$ cat src/rtl/pattern_lock_ctrl_if.sv
`default_nettype none
// ============================================================================
// pattern_lock_ctrl_if : code-entry, configuration and status bundle
// Revision: 1.0
// ============================================================================
interface pattern_lock_ctrl_if #(
   parameter int CODE_W   = 8,
   parameter int MAX_FAIL = 3
);
   localparam int FAIL_W = $clog2(MAX_FAIL + 1);

   logic              in;
   logic              in_valid;
   logic              start;
   logic              Lock;
   logic              cfg_we;
   logic [CODE_W-1:0] cfg_code;
   logic              out;
   logic              Lock_out;
   logic              busy;
   logic              err;
   logic              cfg_ack;
   logic [FAIL_W-1:0] fail_cnt;

   modport master (
      output in, in_valid, start, Lock, cfg_we, cfg_code,
      input  out, Lock_out, busy, err, cfg_ack, fail_cnt
   );

   modport slave (
      input  in, in_valid, start, Lock, cfg_we, cfg_code,
      output out, Lock_out, busy, err, cfg_ack, fail_cnt
   );
endinterface
`default_nettype wire

$ cat src/rtl/pattern_lock_ctrl.sv
`default_nettype none
// ============================================================================
// pattern_lock_ctrl : serial pattern lock sequencer with retry lockout
// Revision: 1.0
// ============================================================================
module pattern_lock_ctrl #(
   parameter int                CODE_W       = 8,
   parameter logic [CODE_W-1:0] DEFAULT_CODE = 8'hD8,
   parameter int                MAX_FAIL     = 3,
   parameter int                OPEN_CYC     = 32,
   parameter int                LOCKOUT_CYC  = 16
) (
   input  wire logic          clk,
   input  wire logic          rst,
   pattern_lock_ctrl_if.slave bus
);
   localparam int FAIL_W  = $clog2(MAX_FAIL + 1);
   localparam int CNT_W   = $clog2(CODE_W + 1);
   localparam int TMR_MAX = (OPEN_CYC > LOCKOUT_CYC) ? OPEN_CYC : LOCKOUT_CYC;
   localparam int TMR_W   = $clog2(TMR_MAX + 1);

   localparam logic [2:0] ST_LOCKED  = 3'd0;
   localparam logic [2:0] ST_ENTRY   = 3'd1;
   localparam logic [2:0] ST_CHECK   = 3'd2;
   localparam logic [2:0] ST_OPEN    = 3'd3;
   localparam logic [2:0] ST_LOCKOUT = 3'd4;

   logic [2:0]        state_q,    state_d;
   logic [CODE_W-1:0] code_q,     code_d;
   logic [CODE_W-1:0] shreg_q,    shreg_d;
   logic [CNT_W-1:0]  bit_cnt_q,  bit_cnt_d;
   logic [TMR_W-1:0]  timer_q,    timer_d;
   logic [FAIL_W-1:0] fail_cnt_q, fail_cnt_d;
   logic              err_q,      err_d;
   logic              cfg_ack_q,  cfg_ack_d;
   logic [FAIL_W-1:0] fail_inc;

   always_ff @(posedge clk or negedge rst) begin
      if (!rst) begin
         state_q    <= ST_LOCKED;
         code_q     <= DEFAULT_CODE;
         shreg_q    <= '0;
         bit_cnt_q  <= '0;
         timer_q    <= '0;
         fail_cnt_q <= '0;
         err_q      <= 1'b0;
         cfg_ack_q  <= 1'b0;
      end else begin
         state_q    <= state_d;
         code_q     <= code_d;
         shreg_q    <= shreg_d;
         bit_cnt_q  <= bit_cnt_d;
         timer_q    <= timer_d;
         fail_cnt_q <= fail_cnt_d;
         err_q      <= err_d;
         cfg_ack_q  <= cfg_ack_d;
      end
   end

   // Saturating increment; reaching MAX_FAIL always diverts to lockout.
   assign fail_inc = (fail_cnt_q == FAIL_W'(MAX_FAIL)) ? fail_cnt_q
                                                       : fail_cnt_q + FAIL_W'(1);

   always_comb begin
      state_d    = state_q;
      code_d     = code_q;
      shreg_d    = shreg_q;
      bit_cnt_d  = bit_cnt_q;
      timer_d    = timer_q;
      fail_cnt_d = fail_cnt_q;
      err_d      = 1'b0;
      cfg_ack_d  = 1'b0;
      case (state_q)
         ST_LOCKED: begin
            if (bus.start) begin
               state_d   = ST_ENTRY;
               shreg_d   = '0;
               bit_cnt_d = '0;
            end
         end
         ST_ENTRY: begin
            if (bus.Lock) begin
               state_d = ST_LOCKED;
            end else if (bus.start) begin
               shreg_d   = '0;
               bit_cnt_d = '0;
            end else if (bus.in_valid) begin
               shreg_d   = {shreg_q[CODE_W-2:0], bus.in};
               bit_cnt_d = bit_cnt_q + CNT_W'(1);
               if (bit_cnt_q == CNT_W'(CODE_W - 1)) begin
                  state_d = ST_CHECK;
               end
            end
         end
         ST_CHECK: begin
            timer_d = '0;
            if (shreg_q == code_q) begin
               state_d    = ST_OPEN;
               fail_cnt_d = '0;
            end else begin
               err_d      = 1'b1;
               fail_cnt_d = fail_inc;
               state_d    = (fail_inc == FAIL_W'(MAX_FAIL)) ? ST_LOCKOUT : ST_LOCKED;
            end
         end
         ST_OPEN: begin
            if (bus.Lock) begin
               state_d = ST_LOCKED;
               timer_d = '0;
            end else if (bus.cfg_we) begin
               // A code write re-arms the full open window.
               code_d    = bus.cfg_code;
               cfg_ack_d = 1'b1;
               timer_d   = '0;
            end else if (timer_q == TMR_W'(OPEN_CYC - 1)) begin
               state_d = ST_LOCKED;
               timer_d = '0;
            end else begin
               timer_d = timer_q + TMR_W'(1);
            end
         end
         ST_LOCKOUT: begin
            if (timer_q == TMR_W'(LOCKOUT_CYC - 1)) begin
               state_d    = ST_LOCKED;
               timer_d    = '0;
               fail_cnt_d = '0;
            end else begin
               timer_d = timer_q + TMR_W'(1);
            end
         end
         default: begin
            state_d = ST_LOCKED;
         end
      endcase
   end

   always_comb begin
      bus.out      = (state_q == ST_OPEN);
      bus.Lock_out = (state_q == ST_LOCKOUT);
      bus.busy     = (state_q == ST_ENTRY) || (state_q == ST_CHECK);
      bus.err      = err_q;
      bus.cfg_ack  = cfg_ack_q;
      bus.fail_cnt = fail_cnt_q;
   end
endmodule
`default_nettype wire

$ cat src/flat_wrapper.sv
// flat-port wrapper written by rule: the top's interface ports become plain ports
module pattern_lock_ctrl_flat 
#(
   parameter int                CODE_W       = 8,
   parameter logic [CODE_W-1:0] DEFAULT_CODE = 8'hD8,
   parameter int                MAX_FAIL     = 3,
   parameter int                OPEN_CYC     = 32,
   parameter int                LOCKOUT_CYC  = 16
)
  (clk, rst, bus_in, bus_in_valid, bus_start, bus_Lock, bus_cfg_we, bus_cfg_code, bus_out, bus_Lock_out, bus_busy, bus_err, bus_cfg_ack, bus_fail_cnt);
  pattern_lock_ctrl_if #(.CODE_W(CODE_W), .MAX_FAIL(MAX_FAIL)) bus_i ();
  input  wire logic clk;
  input  wire logic rst;
  input wire logic [$bits(bus_i.in)-1:0] bus_in;
  input wire logic [$bits(bus_i.in_valid)-1:0] bus_in_valid;
  input wire logic [$bits(bus_i.start)-1:0] bus_start;
  input wire logic [$bits(bus_i.Lock)-1:0] bus_Lock;
  input wire logic [$bits(bus_i.cfg_we)-1:0] bus_cfg_we;
  input wire logic [$bits(bus_i.cfg_code)-1:0] bus_cfg_code;
  output wire logic [$bits(bus_i.out)-1:0] bus_out;
  output wire logic [$bits(bus_i.Lock_out)-1:0] bus_Lock_out;
  output wire logic [$bits(bus_i.busy)-1:0] bus_busy;
  output wire logic [$bits(bus_i.err)-1:0] bus_err;
  output wire logic [$bits(bus_i.cfg_ack)-1:0] bus_cfg_ack;
  output wire logic [$bits(bus_i.fail_cnt)-1:0] bus_fail_cnt;
  assign bus_i.in = bus_in;
  assign bus_i.in_valid = bus_in_valid;
  assign bus_i.start = bus_start;
  assign bus_i.Lock = bus_Lock;
  assign bus_i.cfg_we = bus_cfg_we;
  assign bus_i.cfg_code = bus_cfg_code;
  assign bus_out = bus_i.out;
  assign bus_Lock_out = bus_i.Lock_out;
  assign bus_busy = bus_i.busy;
  assign bus_err = bus_i.err;
  assign bus_cfg_ack = bus_i.cfg_ack;
  assign bus_fail_cnt = bus_i.fail_cnt;
  pattern_lock_ctrl #(.CODE_W(CODE_W), .DEFAULT_CODE(DEFAULT_CODE), .MAX_FAIL(MAX_FAIL), .OPEN_CYC(OPEN_CYC), .LOCKOUT_CYC(LOCKOUT_CYC)) u_core (.clk(clk), .rst(rst), .bus(bus_i));
endmodule
$ cat config.mk
export PLATFORM = sky130hd
export DESIGN_NAME = pattern_lock_ctrl_flat
export DESIGN_NICKNAME = d
export VERILOG_FILES = /design/src/rtl/pattern_lock_ctrl_if.sv /design/src/rtl/pattern_lock_ctrl.sv /design/src/flat_wrapper.sv
export SDC_FILE = /design/constraint.sdc
export NUM_CORES = 1
export LEC_CHECK = 0
export BUFFER_PORTS_ARGS = -buffer_cell sky130_fd_sc_hd__buf_2
export CELL_PAD_IN_SITES_DETAIL_PLACEMENT = 0
export CELL_PAD_IN_SITES_GLOBAL_PLACEMENT = 1
export CORE_MARGIN = 8
export CORE_UTILIZATION = 40
export CTS_CLUSTER_SIZE = 10
export DETAILED_ROUTE_END_ITERATION = 8
export PLACE_DENSITY = 0.83
export SLEW_MARGIN = 30
export SYNTH_ARGS = -nofsm -noshare
export SYNTH_HDL_FRONTEND = slang
export SYNTH_SLANG_ARGS = --single-unit
$ cat constraint.sdc
create_clock -name clk -period 1.4 [get_ports clk]
set_input_delay 0.07 -clock clk [delete_from_list [all_inputs] [get_ports clk]]
set_output_delay 0.07 -clock clk [all_outputs]
set_load 0.02 [all_outputs]
## After elaboration in Yosys (flattened, before gate mapping)

Cells that the tools add are included.

| word-level totals | value |
|---|---|
| flip-flop bits (word level) | 33 |
| bits of input ports | 15 |
| logic and storage cells | 76 |
| output and inout bits | 7 |

| cells by class | value |
|---|---|
| reduce and logical (&&, ||, !) cells | 9 |
| eq/ne operators | 19 |
| add/sub/neg operators | 3 |
| bitwise gates (word level) | 1 |
| muxes and demuxes | 36 |

Operators by type and width:

| cell | count |
|---|---|
| 3-bit 2-to-1 mux | 11 |
| 8-bit 2-to-1 mux | 4 |
| 6-bit 2-to-1 mux | 4 |
| 6-bit case mux with 3 select lines | 1 |
| 4-bit 2-to-1 mux | 4 |
| 8-bit case mux with 2 select lines | 1 |
| 3-bit case mux with 5 select lines | 1 |
| 3-bit != test (second input constant) | 4 |
| 8-bit equality test | 1 |
| 4-bit case mux with 2 select lines | 1 |
| 7-bit AND reduction | 1 |
| 6-bit by 1-bit adder with 6-bit output (second input constant) | 1 |
| 3-bit by 2-bit equality test with 1-bit output (second input constant) | 2 |
| 6-bit by 4-bit equality test with 1-bit output (second input constant) | 1 |
| 6-bit by 5-bit equality test with 1-bit output (second input constant) | 1 |
| 2-bit 2-to-1 mux | 3 |
| 3-bit by 2-bit != test with 1-bit output (second input constant) | 2 |
| 1-bit 2-to-1 mux | 5 |
| 4-bit by 1-bit adder with 4-bit output (second input constant) | 1 |
| 2-bit equality test (second input constant) | 2 |
| 4-bit by 3-bit equality test with 1-bit output (second input constant) | 1 |
| 2-bit != test (second input constant) | 2 |
| 2-bit case mux with 2 select lines | 1 |
| 4-bit AND reduction | 1 |
| other kinds (11) | 12 |

## Depth between registers and ports, before layout

Gate-level depths: netlist (run 1).

| logic depth | value |
|---|---|
| depth in word-level cells | 6 |
| mapped depth | 6 |
| gate-level depth less buffers | 5 |

## Worst setup path before layout (run 1)

No wires, ideal clock.

| timing | value |
|---|---|
| kind | reg-to-reg |
| start | reg u_core.state_q[1] |
| end | reg u_core.timer_q[0] |
| library setup time | 76 ps |
| clock period less this slack | 1528 ps |
| arrival | 1451 ps |
| buffers on the path | 1 |
| data required time | 1324 ps |
| slack | -128 ps |
| cell stages (with the launch flop) | 6 |
| cell sequence | dfrtp_1 buf_6 nor3b_2 o21bai_1 o21ai_1 o21ai_1 |

| between the ends | value |
|---|---|
| longest elaborated chain between the ends | 2 |
| elaborated cells between the ends (all ways) | 5 |

RTL lines:

| element | RTL line | RTL |
|---|---|---|
| start: declaration | pattern_lock_ctrl.sv:28 | `logic [2:0] state_q, state_d;` |
| start signal: assignment | pattern_lock_ctrl.sv:49 | `state_q <= state_d;` |
| 3-bit equality test * | n/a |  |
| named net bus_Lock_out | flat_wrapper.sv:21 | `output wire logic [$bits(bus_i.Lock_out)-1:0] bus_Lock_out;` |
| 6-bit case mux with 3 select lines or 3-bit nonzero test (tied branches) | n/a |  |
| end signal: assignment | pattern_lock_ctrl.sv:53 | `timer_q <= timer_d;` |
| end: declaration | pattern_lock_ctrl.sv:32 | `logic [TMR_W-1:0] timer_q, timer_d;` |

Mark *: on every way through the listed nets, which the timed path passes. The rest lies on a longest branch.
A chain may end at the register's enable or synchronous reset.

## Final worst setup path (run 1)

| timing | value |
|---|---|
| start | reg u_core.state_q[1] |
| end | reg u_core.fail_cnt_q[0], in the netlist u_core.bus.fail_cnt[0] |

| between the ends | value |
|---|---|
| longest elaborated chain between the ends | 3 |
| elaborated cells between the ends (all ways) | 6 |

RTL lines:

| element | RTL line | RTL |
|---|---|---|
| 3-bit equality test or 3-bit by 2-bit equality test with 1-bit output (tied branches) | pattern_lock_ctrl.sv:73 | `case (state_q)` |
| 2-bit by 1-bit != test with 1-bit output (no source line) or 2-bit nonzero test (tied branches) | n/a |  |
| 2-bit AND reduction (no source line) | n/a |  |
| end signal: assignment | pattern_lock_ctrl.sv:54 | `fail_cnt_q <= fail_cnt_d;` |
| end: declaration | pattern_lock_ctrl.sv:33 | `logic [FAIL_W-1:0] fail_cnt_q, fail_cnt_d;` |

Parallel ways exist; a longest one is shown, timed or not.

==> results of run 1 <==
[power by group]
part           internal (mW)  switching, mW  total (mW)
clock                  0.579          0.365       0.944
sequential              1.25          0.278        1.53
combinational           1.51           1.33        2.84
[layout by cell type, fill, tap and decap left out, types with 2 or more instances in the layout]
master and instances:
nand3_1 6, a31oi_1 3, o21ai_2 4, o21a_1 2, inv_1 15, or2_2 3, nor2_1 6, o221ai_2 2
mux2_2 8, nor2b_1 2, a21o_1 2, clkbuf_8 6, dfrtp_2 4, and2_1 3, xor2_1 7, nor3_1 5
buf_12 2, a21oi_2 2, clkbuf_16 2, nand2b_1 2, dfrtp_1 25, and4b_1 2, a21oi_1 4, dfstp_2 4
o21ai_1 12, buf_2 18, buf_4 32, nand3_2 10, nand2_1 10, buf_6 13, nor2_4 2
[layout make-up]
class	instances	area share, %
multi-input cells	130	40.40
flip-flops and latches	33	30.05
repair buffers	68	20.74
clock buffers	6	2.969
well taps	52	2.339
inverters	16	2.159
clock inverters	2	1.350
[cell families (layout without fill, tap and decap cells)]
| kind of cell | Yosys count | count (layout) |
|---|---|---|
| and+or+nand+nor | 66 | 66 |
| AOI/OAI and AO/OA | 45 | 45 |
| DFF | 33 | 33 |
| buffers and inverters | 24 | 92 |
| xor gates and xnor gates | 9 | 9 |
| muxes | 8 | 8 |
| adders and majority gates | 2 | 2 |
[timing repair]
item                                    4_1_cts  5_1_grt
pin swaps                                    14       20
endpoints found under the setup margin       34       30
setup buffers                                 3        4
hold buffers                                  1        0
gates resized for setup                      19       50
hold endpoints to repair                     33        0
cloned                                        0        3
[worst paths after layout]
check | slack, ps | end | start
max | -120 | u_core.bus.fail_cnt[0] | u_core.state_q[1]
min | 20 | u_core.code_q[0] | bus_cfg_code[0]
max reg2reg | -120 | u_core.bus.fail_cnt[0] | u_core.state_q[1]
min reg2reg | 530 | u_core.code_q[1] | u_core.code_q[1]
max in group asynchronous | 880 | u_core.code_q[4] | rst
min in group asynchronous | 270 | u_core.shreg_q[0] | rst
[worst max-delay path, stage by stage, from the launching register on]
cell	delay (ps)
dfrtp_2	490
buf_4	190
nor3b_1	330
a21o_1	200
o21ai_1	100
o22ai_2	110
[flip-flops by register name, indices dropped and copies added (netlist names)]
name                 count
u_core.state_q           3
u_core.code_q            8
u_core.bit_cnt_q         4
u_core.bus.err           1
u_core.shreg_q           8
u_core.bus.fail_cnt      2
u_core.bus.cfg_ack       1
u_core.timer_q           6
[metal layers]
metal / GRT usage [%] / routed length (um)
met1: 14.95 / 2279
met2: 18.32 / 2183
met3: 2.539 / 177
met4: 3.925 / 40
met5: 0 / 0
[through the flow]
step / power (mW) / setup TNS (ps)
after detailed placement: 3.538 / -1815
after floorplan: 2.790 / -193.3
final: 5.319 / -1866
after global routing: 5.606 / -3167
after global placement: 3.512 / -1059
after CTS: 4.692 / -663.5
==> metrics.txt, run 1 <==
status finished, violations left; failing checks negative setup slack; CP Max Fanout 8; Clock Pin Slew Worst Setup and Hold Paths 70 ps; GRT Resource Usage Total 11.54%; Syn Inst Count 187; register area share after synthesis 45.14%; setup violators final 28; Leak 1.246 nW; minimum clock period after layout 1521 ps; share of layout cells above drive strength 1 52.55%; die area 7027 sq um; final count of hold timing violations 0; DRT iter0 DRCs 123; peak supply drop 0.001600 V; Die Y 83.83 um; TritonCTS clock tree built; IO Pins 22; drt drc 0; largest family of logic cells by synthesized area simple AND/OR/NAND/NOR gates; Post-synth top flop dfrtp_1; utilization after layout 63.44%; global-route wire length before repair 7038 um; Mapped Nets 204; Fillers 329; Reg2Reg Depth 5; root buffer cell clkbuf_8; Simple-Gate Fraction of Synth Area 20.60%; Post-synth top cells dfrtp_1, nand3_1, inv_1, o21ai_0, nand2_1; design area 2781 sq um; nets 271; port bufs 21; CTS Buf Count 5; post-synthesis compound-gate area fraction 17.20%; Cells on Worst Hold Path 2; DR pass1 iterations 4; post-route clock period utilization 108.6%; placed inst area 2280 sq um; Worst Max-Slew Pin Slew 355.0 ps; register area 835.8 sq um; post-synthesis cell area 1841 sq um; vias in the first global route 1535; area of the core 4384 sq um; CTS sink count 33; post-synth top area cell dfrtp_1; post-synthesis mux area share 4.895%; Die W 83.83 um; fmax 0.6576 GHz; HPWL after DPL 2915 um; Antenna Cells 0; Setup Crit Path Kind flop to flop; Yosys top cell area share 39.43%; Clock Latency Late Sink 280 ps; ANT nets after route 0; final wirelength 4681 um; WP data required 1600 ps; Vias/cell 5.345; H-tree Lvls 2; Via Count 1641; site row count 24; syn avg cell area 9.842 sq um; FF+latch count, synth 33; Final GP Congestion 0.7897; synth top area cells dfrtp_1, dfstp_2, mux2_2; worst hold slack 17.82 ps; EDFF count, synth 0; max cap viols 0; Yosys cell types 52; XOR/XNOR Fraction of Synth Area 4.283%; WP data arrival 1720 ps; Hold Path Class input port to flop; largest net degree at the start of global routing 34; pre-CTS setup slack -99.50 ps; initial antenna violation count 0; Avg WL per Cell 15.25 um; Final Skew 9.159 ps; CP endpoint kind flop; P&R area growth vs syn 51.12%; global route total overflow 0; Layout Cells excl Fill 307; Startpoint Class flop; placed insts 288; Multi-input gate area 1124 sq um; most common cell in the synthesized netlist dfrtp_1; Yosys warning count 0; RSZ-0062 raised after global routing true; asr flop ratio synth 100.0%; Synth Area in Adders 1.360%; initial core utilization 41.98%; power per cell area 1912 nW/um^2; setup ws final -120.8 ps; Bufs on Longest Clock Path 2; relative max-transition margin 76.28%; fin. max-slew vios 0
Note: power is estimated with default switching activity, not from simulation.
==> run 2: changes to the inputs <==
--- a/config.mk
+++ b/config.mk
@@ -13,6 +13,7 @@
 export CTS_CLUSTER_SIZE = 10
 export DETAILED_ROUTE_END_ITERATION = 8
 export PLACE_DENSITY = 0.83
+export REMOVE_ABC_BUFFERS = 1
 export SLEW_MARGIN = 30
 export SYNTH_ARGS = -nofsm -noshare
 export SYNTH_HDL_FRONTEND = slang
==> run 2 against run 1 <==
The run still ends with negative setup slack left. Die area unchanged. Global-route usage up 3.2 points. Count of clock-buffer cells in the layout unchanged. Maximum frequency up 0.98%. Clock skew down 5.1 ps. Routed wire length up 15%. Sequential power down 3%. Worst hold slack worse by 16 ps. Flip-flop and latch count unchanged. Critical path depth unchanged.
==> metrics.txt, run 2 (synthesis results as in run 1) <==
initial core utilization 41.98%; initial antenna violation count 0; Fillers 315; minimum clock period after layout 1506 ps; post-route clock period utilization 107.6%; Antenna Cells 0; wl on met1 2267 um; ANT nets after route 0; fmax 0.6640 GHz; Worst Max-Slew Pin Slew 435.8 ps; WP data arrival 1690 ps; setup ws final -106.1 ps; power per cell area 1919 nW/um^2; relative max-transition margin 70.95%; RSZ-0062 raised after global routing true; Multi-input gate area 1130 sq um; GRT Resource Usage Total 14.76%; peak supply drop 0.001420 V; Cells on Worst Hold Path 2; port bufs 21; TritonCTS clock tree built; Final Skew 4.052 ps; crit path launch u_core.code_q[7]; fin. max-slew vios 0; DR pass1 iterations 4; Worst Hold Path EP u_core.code_q[4]; IO Pins 22; vias in the first global route 1818; WL met3 243 um; Startpoint Class flop; max cap viols 0; register area 833.3 sq um; Clock Pin Slew Worst Setup and Hold Paths 70 ps; Worst Hold Launch bus_cfg_code[4]; Setup Crit Path Kind flop to flop; Final GP Congestion 0.8097; R2R setup slack -110 ps; CP endpoint kind flop; status finished, violations left; share of layout cells above drive strength 1 53.82%; Clock Latency Late Sink 300 ps; CTS Buf Count 5; Vias/cell 5.446; Die Y 83.83 um; Largest regs u_core.code_q: 8 flops, u_core.shreg_q: 8 flops, u_core.timer_q: 6 flops; uppermost layer routed met4; reg2reg start u_core.code_q[7]; root buffer cell clkbuf_8; Reg2Reg Capture Point u_core.bus.fail_cnt[0]; P&R area growth vs syn 58.74%; HPWL after DPL 3084 um; area of the core 4384 sq um; H-tree Lvls 2; commonest cells after routing, fill and taps aside buf_4, dfrtp_1, buf_2, buf_6; Bufs on Longest Clock Path 2; Setup TNS -2437 ps; final wirelength 5374 um; CP Max Fanout 2; DRT iter0 DRCs 143; CTS sink count 33; largest net degree at the start of global routing 34; WP data required 1580 ps; WL met2 2679 um; die area 7027 sq um; site row count 24; global route total overflow 0; commonest non-fill, non-tap cell in the layout buf_4; Avg WL per Cell 16.43 um; Hold Path Class input port to flop; global-route wire length before repair 8466 um; Via Count 1781; final count of hold timing violations 0; utilization after layout 66.64%; nets 291; drt drc 0; Reg2Reg Depth 5; setup violators final 34; Leak 1.328 nW; failing checks negative setup slack; Die W 83.83 um
-- run 2: changes by cell type in the layout (fill, tap and decap cells not counted), sizes merged --
cell and change:
buf +16, clkbuf -2, dlygate4sd3 +6
-- run 2: worst max-delay path by stage --
| stage | end | depth (start not counted) |
|---|---|---|
| 3_5_place_dp | u_core.state_q[1] | 5 |
| 3_3_place_gp | u_core.code_q[1] | 4 |
| 4_1_cts | u_core.state_q[0] | 4 |
| 2_1_floorplan | u_core.bit_cnt_q[2] | 4 |
| 5_1_grt | bus_out | 5 |
| 6_report | u_core.bus.fail_cnt[0] | 5 |
-- run 2: metal layers --
layer / up-vias / track usage, %
met5: - / 0
met4: 0 / 8.791
met3: 19 / 4.297
met2: 53 / 23.86
met1: 866 / 16.77
li1: 843 / -
-- run 2: worst max-delay path, cell delays in order, from the launching register on --
cell and delay [ps]:
dfstp_2 550, xor2_2 90, nor4_4 370, buf_4 180, a21o_1 120, o22ai_1 80
-- run 2: final cells by class --
| class | instances | share of cell area (%) |
|---|---|---|
| clock buffers | 6 | 2.827 |
| clock inverters | 2 | 1.285 |
| inverters | 16 | 2.056 |
| multi-input cells | 130 | 38.67 |
| flip-flops and latches | 33 | 28.52 |
| well taps | 52 | 2.227 |
| repair buffers | 88 | 24.41 |
-- run 2: through the flow --
stage	hold WS (ps)	worst slack (ps)	total power [mW]	area, sq um	instances
6_report	2.143	-106.1	5.608	2922	327
5_1_grt	7.761	-178.7	5.874	2922	327
4_1_cts	1.502	-105.3	5.130	2726	324
3_5_place_dp	122.0	-145.2	3.468	2251	292
3_3_place_gp	123.7	-122.9	3.436	2251	292
2_1_floorplan	-225.6	-610.0	2.560	1780	179
-- run 2: what timing repair did --
item	in CTS	in global routing
pin swaps	20	15
gates resized for setup	51	35
buffers inserted	16	4
endpoints found under the setup margin	36	35
cloned	2	0
hold buffers	7	0
hold endpoints to repair	35	0
-- run 2: power breakdown --
| part | internal [mW] | switching (mW) | leakage [nW] |
|---|---|---|---|
| Clock | 0.579 | 0.392 | 0.0574 |
| Sequential | 1.25 | 0.231 | 0.425 |
| Combinational | 1.64 | 1.51 | 0.845 |
==> run 3: changes to the inputs <==
--- a/config.mk
+++ b/config.mk
@@ -5,14 +5,16 @@
 export SDC_FILE = /design/constraint.sdc
 export NUM_CORES = 1
 export LEC_CHECK = 0
+export ABC_AREA = 1
 export BUFFER_PORTS_ARGS = -buffer_cell sky130_fd_sc_hd__buf_2
 export CELL_PAD_IN_SITES_DETAIL_PLACEMENT = 0
 export CELL_PAD_IN_SITES_GLOBAL_PLACEMENT = 1
 export CORE_MARGIN = 8
 export CORE_UTILIZATION = 40
+export CTS_BUF_LIST = sky130_fd_sc_hd__clkbuf_8
 export CTS_CLUSTER_SIZE = 10
 export DETAILED_ROUTE_END_ITERATION = 8
-export PLACE_DENSITY = 0.83
+export PLACE_DENSITY = 0.86
 export REMOVE_ABC_BUFFERS = 1
 export SLEW_MARGIN = 30
 export SYNTH_ARGS = -nofsm -noshare
==> run 3 against run 2 <==
The flow now finishes without violations. Routed wire length shrank 29%. Count of clock-buffer cells in the layout shrank 1. Register-to-register slack better by 140 ps. Non-clock buffer count down 43. Maximum frequency up 10%. Sequential share of layout area grew 6.8 points. Clock skew up 2.7 ps. First-iteration DRC count down 55%. Critical endpoint is now u_core.shreg_q[6]. Largest cell class unchanged. Largest power group unchanged. Highest routed layer unchanged.
==> metrics.txt, run 3 <==
Setup Crit Path Kind flop to flop; commonest cells after routing, fill and taps aside nand2_1, dfrtp_1, inv_1, buf_2, buf_4; initial core utilization 41.11%; Yosys top cell area share 41.11%; largest net degree at the start of global routing 18; H-tree Lvls 2; area of the core 4294 sq um; Clock Latency Late Sink 280 ps; post-route clock period utilization 97.81%; TritonCTS clock tree built; Via Count 1525; Post-synth top cells nand2_1, dfrtp_1, inv_1, o21ai_0, nand3_1; register area share after synthesis 47.06%; FF+latch count, synth 33; fmax 0.7302 GHz; initial antenna violation count 0; share of layout cells above drive strength 1 34.19%; RSZ-0062 raised after global routing true; relative max-transition margin 72.56%; Vias/cell 4.707; commonest non-fill, non-tap cell in the layout nand2_1; port bufs 21; Yosys warning count 0; CP endpoint kind flop; minimum clock period after layout 1369 ps; CTS Buf Count 5; Max stage delay cell, worst path dfrtp_2; CP Cell Sequence nor2_4 -> nand2_2 -> o21ai_2 -> nand2_4 -> buf_4 -> nand2_1 -> o21ai_0; utilization after layout 54.95%; die area 6796 sq um; global route total overflow 0; Clock Pin Slew Worst Setup and Hold Paths 70 ps; DR pass1 iterations 4; P&R area growth vs syn 33.66%; root buffer cell clkbuf_8; Die Y 82.44 um; Final GP Congestion 0.8396; GRT Resource Usage Total 12.33%; setup violators final 0; max cap viols 0; vias in the first global route 1511; Hold Path Class input port to flop; setup ws final 30.59 ps; final wirelength 3839 um; Avg WL per Cell 11.85 um; Largest regs u_core.code_q: 8 flops, u_core.shreg_q: 8 flops, u_core.timer_q: 6 flops; HPWL after DPL 2810 um; final count of hold timing violations 0; Die W 82.44 um; asr flop ratio synth 100.0%; synth top area cells dfrtp_1, nand2_1, dfstp_2; Startpoint Class flop; Layout Cells excl Fill 324; pre-CTS setup slack -10.24 ps; placed insts 300; Post-synth top flop dfrtp_1; post-synthesis cell area 1765 sq um; Syn Inst Count 221; largest incremental delay on the critical path 470 ps; Leak 1.195 nW; most common cell in the synthesized netlist nand2_1; site row count 24; CP Max Fanout 6; Antenna Cells 0; syn avg cell area 7.988 sq um; worst hold slack 13.58 ps; Bufs on Longest Clock Path 2; power per cell area 1736 nW/um^2; nets 288; drt drc 0; WP data required 1570 ps; post-synth top area cell dfrtp_1; WP data arrival 1540 ps; EDFF count, synth 0; Yosys cell types 30; Final Skew 6.787 ps; ANT nets after route 0; CTS sink count 33; DRT iter0 DRCs 65; IO Pins 22; status finished, final reports clean; global-route wire length before repair 6555 um; fin. max-slew vios 0; peak supply drop 0.0009370 V; Worst Max-Slew Pin Slew 411.6 ps
[run 3: cell types whose count changed after synthesis, moves of 4 or more]
| cell | change |
|---|---|
| nand2_1 | +61 |
| inv_1 | +10 |
| mux2_2 | -8 |
| xor2_1 | -6 |
| nor3_1 | -5 |
| and2_1 | -4 |
| inv_2 | +4 |
| nand2_2 | +4 |
| nor2_1 | +4 |
| xnor2_1 | +4 |
[run 3: path summary, 6_finish.rpt]
kind	startpoint	endpoint	slack, ps	cells after the start
worst min register to register	u_core.code_q[6]	u_core.code_q[6]	480	2
worst min-delay path	bus_cfg_code[3]	u_core.code_q[3]	10	3
worst max-delay path	u_core.state_q[1]	u_core.shreg_q[6]	30	7
min in group asynchronous	rst	u_core.bus.fail_cnt[1]	260	2
max in group asynchronous	rst	u_core.code_q[3]	640	3
worst max register to register	u_core.state_q[1]	u_core.shreg_q[6]	30	7
[run 3: layer usage]
metal | vias up | share of wire, % | GRT usage [%]
li1 | 799 | - | -
met1 | 700 | 48 | 15.08
met3 | 5 | 4.7 | 3.788
met4 | 0 | 1.9 | 5.263
met2 | 21 | 45 | 19.66
met5 | - | 0 | 0
[run 3: layout make-up]
class	instances	area [sq um]
inverters	31	131.4
multi-input cells	155	919.6
fillers	413	1934
clock inverters	3	17.52
flip-flops and latches	33	833.3
repair buffers	45	324.1
well taps	52	65.06
clock buffers	5	68.82
[run 3: worst max-delay path, delay by kind of cell, from the launching register on]
family | cells | cell delay (ps)
compound gates | 2 | 250
flops | 1 | 470
buf+inv | 1 | 170
simple gates | 4 | 380
[run 3: kinds of logic after synthesis]
kind of cell	count (synthesis)	synth area share, %
compound gates	30	10.42
xor+xnor	7	3.473
fa+ha+maj	2	1.417
buf+inv	33	8.008
flops	33	47.06
mux	1	0.5670
simple gates	115	29.06
[run 3: stage by stage]
step	instance area, sq um	total power [mW]	TNS [ps]
global placement	1986	3.013	0
global route	2360	4.433	-446.3
floorplan	1743	2.556	0
CTS	2168	3.794	0
detailed placement	1986	3.034	-10.24
finish	2360	4.096	0
[run 3: power breakdown]
group,leakage (nW),switching (mW),internal [mW]
logic,0.727,1.15,0.790
clock network,0.0439,0.336,0.342
registers,0.424,0.233,1.25
[run 3: what timing repair did]
action | CTS | global route
pin swaps | 1 | 16
buffers inserted | 1 | 7
endpoints found under the setup margin | 5 | 28
hold buffers | 8 | 0
resized for setup | 3 | 41
endpoints found under the hold margin | 20 | 0
